$ cat config.mk
export PLATFORM = sky130hd
export DESIGN_NAME = fifo_drain_skid
export DESIGN_NICKNAME = d
export VERILOG_FILES = /design/src/rtl/fifo_drain_skid.sv
export SDC_FILE = /design/constraint.sdc
export NUM_CORES = 1
export LEC_CHECK = 0
export CAP_MARGIN = 15
export CORE_ASPECT_RATIO = 1.25
export CORE_MARGIN = 3
export CORE_UTILIZATION = 40
export DETAILED_ROUTE_END_ITERATION = 6
export PLACE_DENSITY = 0.66
export SLEW_MARGIN = 30
export SYNTH_ARGS = -nofsm -noshare
export SYNTH_HDL_FRONTEND = slang
export SYNTH_SLANG_ARGS = --single-unit
$ cat constraint.sdc
create_clock -name clk -period 3.95 [get_ports clk]
set_clock_uncertainty 0.05 [all_clocks]
set_input_delay 0.9875 -clock clk [delete_from_list [all_inputs] [get_ports clk]]
set_output_delay 0.9875 -clock clk [all_outputs]
set_load 0.02 [all_outputs]
$ cat src/rtl/fifo_drain_skid.sv
// Two-entry skid buffer draining an upstream FIFO: pops are decided from registered
// state only, so out_ready never reaches fifo_pop combinationally.
module fifo_drain_skid #(
  parameter int DATA_WIDTH  = 70,
  parameter int COUNT_WIDTH = 16
) (
  input  logic                   clk,
  input  logic                   rst_n,
  input  logic                   fifo_valid,
  input  logic [DATA_WIDTH-1:0]  fifo_data,
  output logic                   fifo_pop,
  output logic                   out_valid,
  output logic [DATA_WIDTH-1:0]  out_data,
  input  logic                   out_ready,
  input  logic                   flush,
  output logic [1:0]             occupancy,
  output logic [COUNT_WIDTH-1:0] pop_count
);

  typedef enum logic [1:0] {
    EMPTY = 2'd0,
    ONE   = 2'd1,
    TWO   = 2'd2
  } state_e;

  state_e                 state_q;
  logic [DATA_WIDTH-1:0]  head_q;
  logic [DATA_WIDTH-1:0]  tail_q;
  logic [COUNT_WIDTH-1:0] pop_count_q;
  logic [COUNT_WIDTH-1:0] pop_count_d;
  logic                   pop_en;
  logic                   accept;

  // pop_en drives the flops; rst_n only gates the port so it stays low during reset
  assign pop_en    = fifo_valid & ~flush & (state_q != TWO);
  assign fifo_pop  = pop_en & rst_n;
  assign out_valid = (state_q != EMPTY);
  assign out_data  = head_q;
  assign occupancy = state_q;
  assign accept    = out_valid & out_ready;
  assign pop_count = pop_count_q;

  assign pop_count_d = pop_count_q + COUNT_WIDTH'(pop_en);

  always_ff @(posedge clk or negedge rst_n) begin
    if (!rst_n) begin
      state_q <= EMPTY;
      head_q  <= '0;
      tail_q  <= '0;
    end else if (flush) begin
      state_q <= EMPTY;
    end else begin
      case (state_q)
        EMPTY: begin
          if (pop_en) begin
            state_q <= ONE;
            head_q  <= fifo_data;
          end
        end
        ONE: begin
          if (pop_en && accept) begin
            head_q <= fifo_data;
          end else if (pop_en) begin
            state_q <= TWO;
            tail_q  <= fifo_data;
          end else if (accept) begin
            state_q <= EMPTY;
          end
        end
        TWO: begin
          if (accept) begin
            state_q <= ONE;
            head_q  <= tail_q;
          end
        end
        default: state_q <= EMPTY;
      endcase
    end
  end

  always_ff @(posedge clk or negedge rst_n) begin
    if (!rst_n) begin
      pop_count_q <= '0;
    end else begin
      pop_count_q <= pop_count_d;
    end
  end

endmodule

== After elaboration in Yosys (flattened, before gate mapping) ==
Index checks and enable logic that the tools add are counted.
Storage, ports and cells
  register bits: 158
  input port bits: 75
Cells by class
  reductions and logical operators: 7
  bitwise logic cells: 6
  multiplexer cells: 11
  $add $sub $neg: 1
  equality and inequality tests: 10
Operators by type and width (count)
  2-to-1 mux 70 bit: 3
  case mux 70 bit (3 select lines): 1
  adder 16 x 1 -> 16 bit: 1
  2-to-1 mux 2 bit: 6
  inequality test 3 bit (second input constant): 3
  inequality test 2 bit (second input constant): 4
  AND reduction 4 bit: 2
  case mux 2 bit (3 select lines): 1
  AND reduction 5 bit: 1
  bitwise AND 1 bit: 4
  inequality test 4 bit (second input constant): 1
  nonzero test 3 bit: 1
  == test 2 x 1 -> 1 bit (second input constant): 1
  == test 2 bit (second input constant): 1
  logical NOT 2 bit: 1
  NOT 1 bit: 2
  nonzero test 2 bit: 1
  logical AND 1 bit: 1

== Depth between registers and ports, before layout ==
Gate-level depths: netlist (run 1).
  depth after elaboration: 7
  depth in mapped cells: 9

== Worst setup path before layout (run 1) ==
Ideal clock, no wire load.
  path kind: input port to output port
  start point: input flush
  end point: output fifo_pop
  cell stages on the path: 2
  data required time: 2.913 ns
  arrival time: 1.462 ns
  setup slack: 1.451 ns
  cell sequence: nor3b_1 and2_1
On the way
  longest elaborated chain between the ends: 4
Ends and longest elaborated chain
  start, declared: line 15  | input logic flush,
  NOT 1 bit (no source line)
  bitwise AND 1 bit (2 in series): line 35  | assign pop_en = fifo_valid & ~flush & (state_q != TWO);
  bitwise AND 1 bit: line 36  | assign fifo_pop = pop_en & rst_n;
  end, declared: line 11  | output logic fifo_pop,
Every way passes these cells.

== Final worst setup path (run 1) ==
  start point: input fifo_valid
  end point: output fifo_pop
On the way
  longest elaborated chain between the ends: 3
Ends and longest elaborated chain
  start, declared: line 9  | input logic fifo_valid,
  bitwise AND 1 bit (2 in series): line 35
  bitwise AND 1 bit: line 36
Every way passes these cells.

==> results of run 1 <==
-- cell usage in the layout, fill, tap and decap left out, drive strengths merged --
| cell type | Yosys | layout |
|---|---|---|
| mux2 | 210 | 210 |
| clkdlybuf4s50 | 0 | 163 |
| dfrtp | 158 | 158 |
| clkbuf | 0 | 17 |
| xnor2 | 13 | 13 |
| nand2 | 9 | 9 |
| buf | 22 | 9 |
| nand3 | 8 | 8 |
| clkinv | 0 | 6 |
| bufinv | 0 | 5 |
| nor3 | 4 | 4 |
| nor2 | 3 | 3 |
| nor2b | 3 | 3 |
| and4 | 2 | 2 |
| nand4 | 2 | 2 |
| xor2 | 2 | 2 |
| ha | 2 | 2 |
| inv | 0 | 2 |
| clkinvlp | 0 | 2 |
| a21oi | 2 | 2 |
| nor3b | 1 | 1 |
| nor4bb | 1 | 1 |
| and3 | 1 | 1 |
| or2 | 1 | 1 |
| and2 | 1 | 1 |
| and2b | 1 | 1 |
| nand2b | 1 | 1 |
| o21ai | 1 | 1 |
-- worst min path at each step --
stage	startpoint	endpoint	cells after the start
detailed placement	tail_q[2]	tail_q[2]	1
floorplan	tail_q[0]	tail_q[0]	1
finish	pop_count[15]	pop_count[15]	1
CTS	tail_q[2]	tail_q[2]	1
global placement	pop_count[10]	pop_count[10]	1
global route	tail_q[48]	tail_q[48]	1
-- kinds of logic after synthesis --
kind of cell             Yosys count
AND/OR/NAND/NOR                   38
flip-flops                       158
buffers and inverters             22
XOR/XNOR                          15
multiplexers                     210
AO/OA/AOI/OAI                      3
adder cells (fa/ha/maj)            2
-- through the flow --
step / instances / util [%]
floorplan: 448 / -
global placement: 818 / 51.77
detailed placement: 818 / 51.77
CTS: 850 / 55.55
global route: 850 / 55.55
finish: 850 / 55.55
-- cell type report --
class / instances / area, sq um / area share [%]
clock inverters: 15 / 216.5 / 2.295
repair buffers: 172 / 1728 / 18.32
clock buffers: 17 / 425.4 / 4.511
flip-flops and latches: 158 / 3954 / 41.93
multi-input cells: 268 / 2831 / 30.03
well taps: 220 / 275.3 / 2.919
-- registers in the layout (all words and copies together), names as in the netlist --
register / count
tail_q: 70
pop_count: 16
out_data: 70
occupancy: 2
-- metal layers --
metal / vias to the layer above / GRT usage [%] / part of all wire (%)
met5: - / 0 / 0
met2: 97 / 28.07 / 53
met4: 0 / 6.106 / 1.7
met3: 18 / 4.599 / 5.4
li1: 1947 / - / -
met1: 2151 / 18.60 / 40
-- report_power, final --
group	switching [mW]	internal (mW)	total, mW
sequential	0.213	2.00	2.22
clock	0.654	1.12	1.77
combinational	0.508	0.713	1.22
-- worst register-to-register path, stage by stage, from the launching register on --
cell and delay, ns:
dfrtp_1 0.52, nor2b_4 0.07, buf_4 0.29, nor4bb_4 0.45, ha_1 0.29, nand2_1 0.09, nor3_1 0.38, nand4_1 0.18
xnor2_1 0.15
==> results.sh, run 1 <==
export IMPL_grt_pass1_wl_microns=23780
export IMPL_r2r_start="occupancy[0]"
export IMPL_peakVddDrop_mv=0.3008
export IMPL_worst_slack_ns=0.3727
export IMPL_dp_slack_ns=0.3576
export IMPL_path_clk_slew_ns=0.06
export IMPL_yosysWarningCount=0
export IMPL_antennaDiodeCount=0
export IMPL_drt_first_pass_iters=4
export IMPL_finalSetupViolations=0
export IMPL_h_tree_depth=4
export IMPL_place_area_sq_um=8788
export IMPL_drc=0
export IMPL_cts_hold_buf=0
export IMPL_totalWireLength_microns=14660
export IMPL_status="finished clean"
export IMPL_arrival_ns=2.54
export IMPL_synth_area_leaders="dfrtp_1 57%, mux2_2 32%, buf_6 2.4%"
export IMPL_port_buffer_count=164
export IMPL_postRouteAntennaNets=0
export IMPL_rows=53
export IMPL_fill_cells=1457
export IMPL_cp_data_required_time_ns=2.91
export IMPL_synth_avg_cell_area_sq_um=15.56
export IMPL_synth_edf_count=0
export IMPL_slew_violations=0
export IMPL_endpoint_kind="primary output"
export IMPL_hold_path_class="reg -> reg"
export IMPL_syn_num_nets=525
export IMPL_drt_iter0_drc=113
export IMPL_fmax_ghz=0.2795
export IMPL_cts_tree="done"
export IMPL_powerDensity_nw_per_um2=552.5
export IMPL_clk_path_buf_depth=2
export IMPL_critical_path_max_stage_delay_ns=0.61
export IMPL_worstSetupEndpoint="fifo_pop"
export IMPL_path_cells="clkdlybuf4s50_1 -> nor3b_1 -> and2_1 -> clkdlybuf4s50_1"
export IMPL_grt_max_degree=71
export IMPL_die_h_microns=153.6
export IMPL_cp_slowest_cell="clkdlybuf4s50_1"
export IMPL_synth_seq_area_share_pct=56.73
export IMPL_syn_area_sq_um=6969
export IMPL_synth_most_common_cell="mux2_2"
export IMPL_synth_simple_area_share_pct=3.250
export IMPL_synth_compound_area_share_pct=0.3770
export IMPL_finalHoldViolCount=0
export IMPL_worst_setup_path_type="in -> out"
export IMPL_synth_top_family_by_area="multiplexers"
export IMPL_ys_seq_elements=158
export IMPL_period_minus_slack_ns=3.577
export IMPL_path_depth=4
export IMPL_cts_made_buffers=17
export IMPL_avgViaCountPerCell=4.956
export IMPL_synthTopCellsByCount="198 x mux2_2, 158 x dfrtp_1, 15 x buf_6"
export IMPL_r2r_slack_ns=1.38
export IMPL_holdWs_ns=0.4458
export IMPL_drive_above_1_share_pct=40.48
export IMPL_tns_ns=0
export IMPL_root_buffer="clkbuf_16"
export IMPL_gp_congestion=0.7175
export IMPL_ys_types=26
export IMPL_worstPathMaxFanout=4
export IMPL_cp_num_buf_inv=2
export IMPL_grt_pass1_vias=4608
export IMPL_synthArstFlopShare_pct=100.0
export IMPL_synth_xor_area_share_pct=1.885
export IMPL_dp_hpwl_microns=10000
export IMPL_dr_total_vias=4213
export IMPL_slew_headroom_pct=42.97
export IMPL_syn2layout_area_growth_pct=35.31
export IMPL_yosys_area_top_type="dfrtp_1"
export IMPL_cellLeakagePower_nw=3.929
export IMPL_antenna_found_initial=0
export IMPL_fin_crit_sh_pct=90.56
export IMPL_syn_inst=448
export IMPL_synthAdderAreaFrac_pct=0.3591
export IMPL_postLayoutCellArea_sq_um=9430
export IMPL_cts_setup_buffers=0
export IMPL_initial_core_util_pct=41.05
export IMPL_pin_count=165
export IMPL_startpoint="fifo_valid"
export IMPL_die_x_microns=124.1
export IMPL_wire_per_inst_microns=17.24
export IMPL_synthFlopType="dfrtp_1"
export IMPL_clock_latency_ns=0.42
export IMPL_nets=694
export IMPL_synth_top_area_share_pct=56.73
export IMPL_track_usage_pct=16.13
export IMPL_muxShareOfSynthArea_pct=34.47
export IMPL_path_common_cell="clkdlybuf4s50_1"
export IMPL_core_sq_um=16980
export IMPL_cpLargestDelayFamily="buffers and inverters"
export IMPL_cap_violations=0
export IMPL_power_mw=5.210
export IMPL_post_cts_resized=0
export IMPL_rsz0062_at_grt="false"
export IMPL_start_kind="input pin"
export IMPL_cts_sinks=158
export IMPL_dieArea_sq_um=19050
export IMPL_r2r_end="pop_count[10]"
export IMPL_worstMarginPinSlew_ns=0.8554
export IMPL_reg2regPathDepth=8
export IMPL_globalRouteOverflowTotal=0
Note: power is estimated with default switching activity, not from simulation.
==> run 2: changes to the inputs <==
GPL_TIMING_DRIVEN = 0   (was default)
==> run 2 against run 1 <==
Sequential cell count stayed put. Cell count up 1.8%. Fmax shrank 2.3%.
==> results.sh, run 2 (synthesis results as in run 1) <==
export IMPL_status="finished clean"
export IMPL_cp_slowest_cell="clkdlybuf4s50_1"
export IMPL_grt_pass1_vias=4748
export IMPL_final_cells=865
export IMPL_antenna_found_initial=0
export IMPL_avgViaCountPerCell=4.942
export IMPL_fin_crit_sh_pct=92.71
export IMPL_grt_max_degree=55
export IMPL_powerDensity_nw_per_um2=541.7
export IMPL_swShare_pct=26.30
export IMPL_drive_above_1_share_pct=41.09
export IMPL_arrival_ns=2.62
export IMPL_cts_setup_buffers=0
export IMPL_dr_total_vias=4275
export IMPL_cp_data_required_time_ns=2.91
export IMPL_drt_first_pass_iters=4
export IMPL_cts_sinks=158
export IMPL_p_int_mw=3.821
export IMPL_totalWireLength_microns=14740
export IMPL_finalSetupViolations=0
export IMPL_period_minus_slack_ns=3.662
export IMPL_wire_per_inst_microns=17.04
export IMPL_r2r_slack_ns=1.50
export IMPL_die_x_microns=124.1
export IMPL_tns_ns=0
export IMPL_hold_path_class="in -> async"
export IMPL_drc=0
export IMPL_share_comb_of_total_power_pct=23.8
export IMPL_nets=710
export IMPL_cts_tree="done"
export IMPL_peakVddDrop_mv=0.3456
export IMPL_path_common_cell="clkdlybuf4s50_1"
export IMPL_fmax_ghz=0.2731
export IMPL_final_cell_mix="198 x mux2_2, 163 x clkdlybuf4s50_1, 158 x dfrtp_1, 17 x clkbuf_16, 15 x buf_6"
export IMPL_root_buffer="clkbuf_16"
export IMPL_reg2regPathDepth=8
export IMPL_seqCellArea_sq_um=3954
export IMPL_cellLeakagePower_nw=4.002
export IMPL_slew_violations=0
export IMPL_path_clk_slew_ns=0.06
export IMPL_worst_setup_path_type="in -> out"
export IMPL_postRouteAntennaNets=0
export IMPL_initial_core_util_pct=41.05
export IMPL_h_tree_depth=4
export IMPL_clk_path_buf_depth=2
export IMPL_start_kind="input pin"
export IMPL_cts_hold_buf=0
export IMPL_die_h_microns=153.6
export IMPL_core_sq_um=16980
export IMPL_dp_hpwl_microns=10460
export IMPL_clock_latency_ns=0.42
export IMPL_drt_iter0_drc=187
export IMPL_r2r_start="occupancy[1]"
export IMPL_r2r_end="pop_count[10]"
export IMPL_rsz0062_at_grt="false"
export IMPL_worst_slack_ns=0.2881
export IMPL_finalHoldViolCount=0
export IMPL_grt_pass1_wl_microns=23980
export IMPL_worstPathMaxFanout=6
export IMPL_place_area_sq_um=8946
export IMPL_globalRouteOverflowTotal=0
export IMPL_multi_input_area_sq_um=2811
export IMPL_dp_cells=834
export IMPL_power_frac_clock_pct=33.4
export IMPL_final_util_pct=56.37
export IMPL_switchingPower_mw=1.363
export IMPL_worstMarginPinSlew_ns=0.4498
export IMPL_cts_made_buffers=17
export IMPL_track_usage_pct=16.23
export IMPL_rows=53
export IMPL_syn2layout_area_growth_pct=37.31
export IMPL_post_cts_resized=0
export IMPL_endpoint_kind="primary output"
export IMPL_p_seq_share_pct=42.8
export IMPL_dieArea_sq_um=19050
export IMPL_pin_count=165
export IMPL_fill_cells=1462
export IMPL_cap_violations=0
export IMPL_port_buffer_count=164
export IMPL_antennaDiodeCount=0
export IMPL_postLayoutCellArea_sq_um=9569
export IMPL_dp_slack_ns=0.2802
export IMPL_slew_headroom_pct=69.78
export IMPL_critical_path_max_stage_delay_ns=0.60
export IMPL_gp_congestion=0.7164
export IMPL_final_common_cell="mux2_2"
export IMPL_path_cells="clkdlybuf4s50_1 -> nor3b_1 -> and2_1 -> clkdlybuf4s50_1"
## run 2: cell types whose count changed in the layout (fill, tap and decap cells not counted), sizes merged
| cell | change |
|---|---|
| buf | +16 |
| clkbuf | +5 |
| clkinv | -3 |
| bufinv | -1 |
| clkinvlp | -1 |
| inv | -1 |
## run 2: stage by stage
step                hold slack (ns)  power (mW)
floorplan                    0.4237       2.876
global placement             0.4157       3.440
detailed placement           0.4120       3.497
CTS                          0.4108       5.257
global route                 0.4210       5.445
finish                       0.4144       5.184
## run 2: area by class of cell
type | count | share of cell area (%)
Timing Repair Buffer | 166 | 17.78
Clock inverter | 9 | 1.661
Sequential cell | 158 | 41.32
Tap cell | 220 | 2.877
Multi-Input combinational cell | 268 | 29.38
Clock buffer | 22 | 4.851
Buffer | 22 | 2.131
## run 2: power by group through the flow
stage	logic [mW]	clock network (mW)	registers, mW
detailed placement	1.25	0	2.25
CTS	1.26	1.78	2.22
global placement	1.21	0	2.23
floorplan	0.467	0	2.41
global route	1.32	1.85	2.27
finish	1.24	1.73	2.22
## run 2: metal layers
layer	global-route usage [%]	wire (microns)	up-vias
li1	-	-	1967
met1	18.98	6082	2184
met2	28.40	7729	107
met3	4.268	730	17
met4	5.689	197	0
met5	0	0	-
## run 2: how the worst max path moves through the flow
stage / startpoint / to / slack [ns] / cells past startpoint
2_1_floorplan: flush / fifo_pop / 1.45 / 2
3_3_place_gp: rst_n / fifo_pop / -4.90 / 3
3_5_place_dp: flush / fifo_pop / 0.28 / 4
4_1_cts: flush / fifo_pop / 0.27 / 4
5_1_grt: flush / fifo_pop / 0.19 / 4
6_report: flush / fifo_pop / 0.29 / 4
## run 2: critical path: cells and delay by family
kind,cells,cell delay [ns]
buffers and inverters,2,1.17
and+or+nand+nor,2,0.47
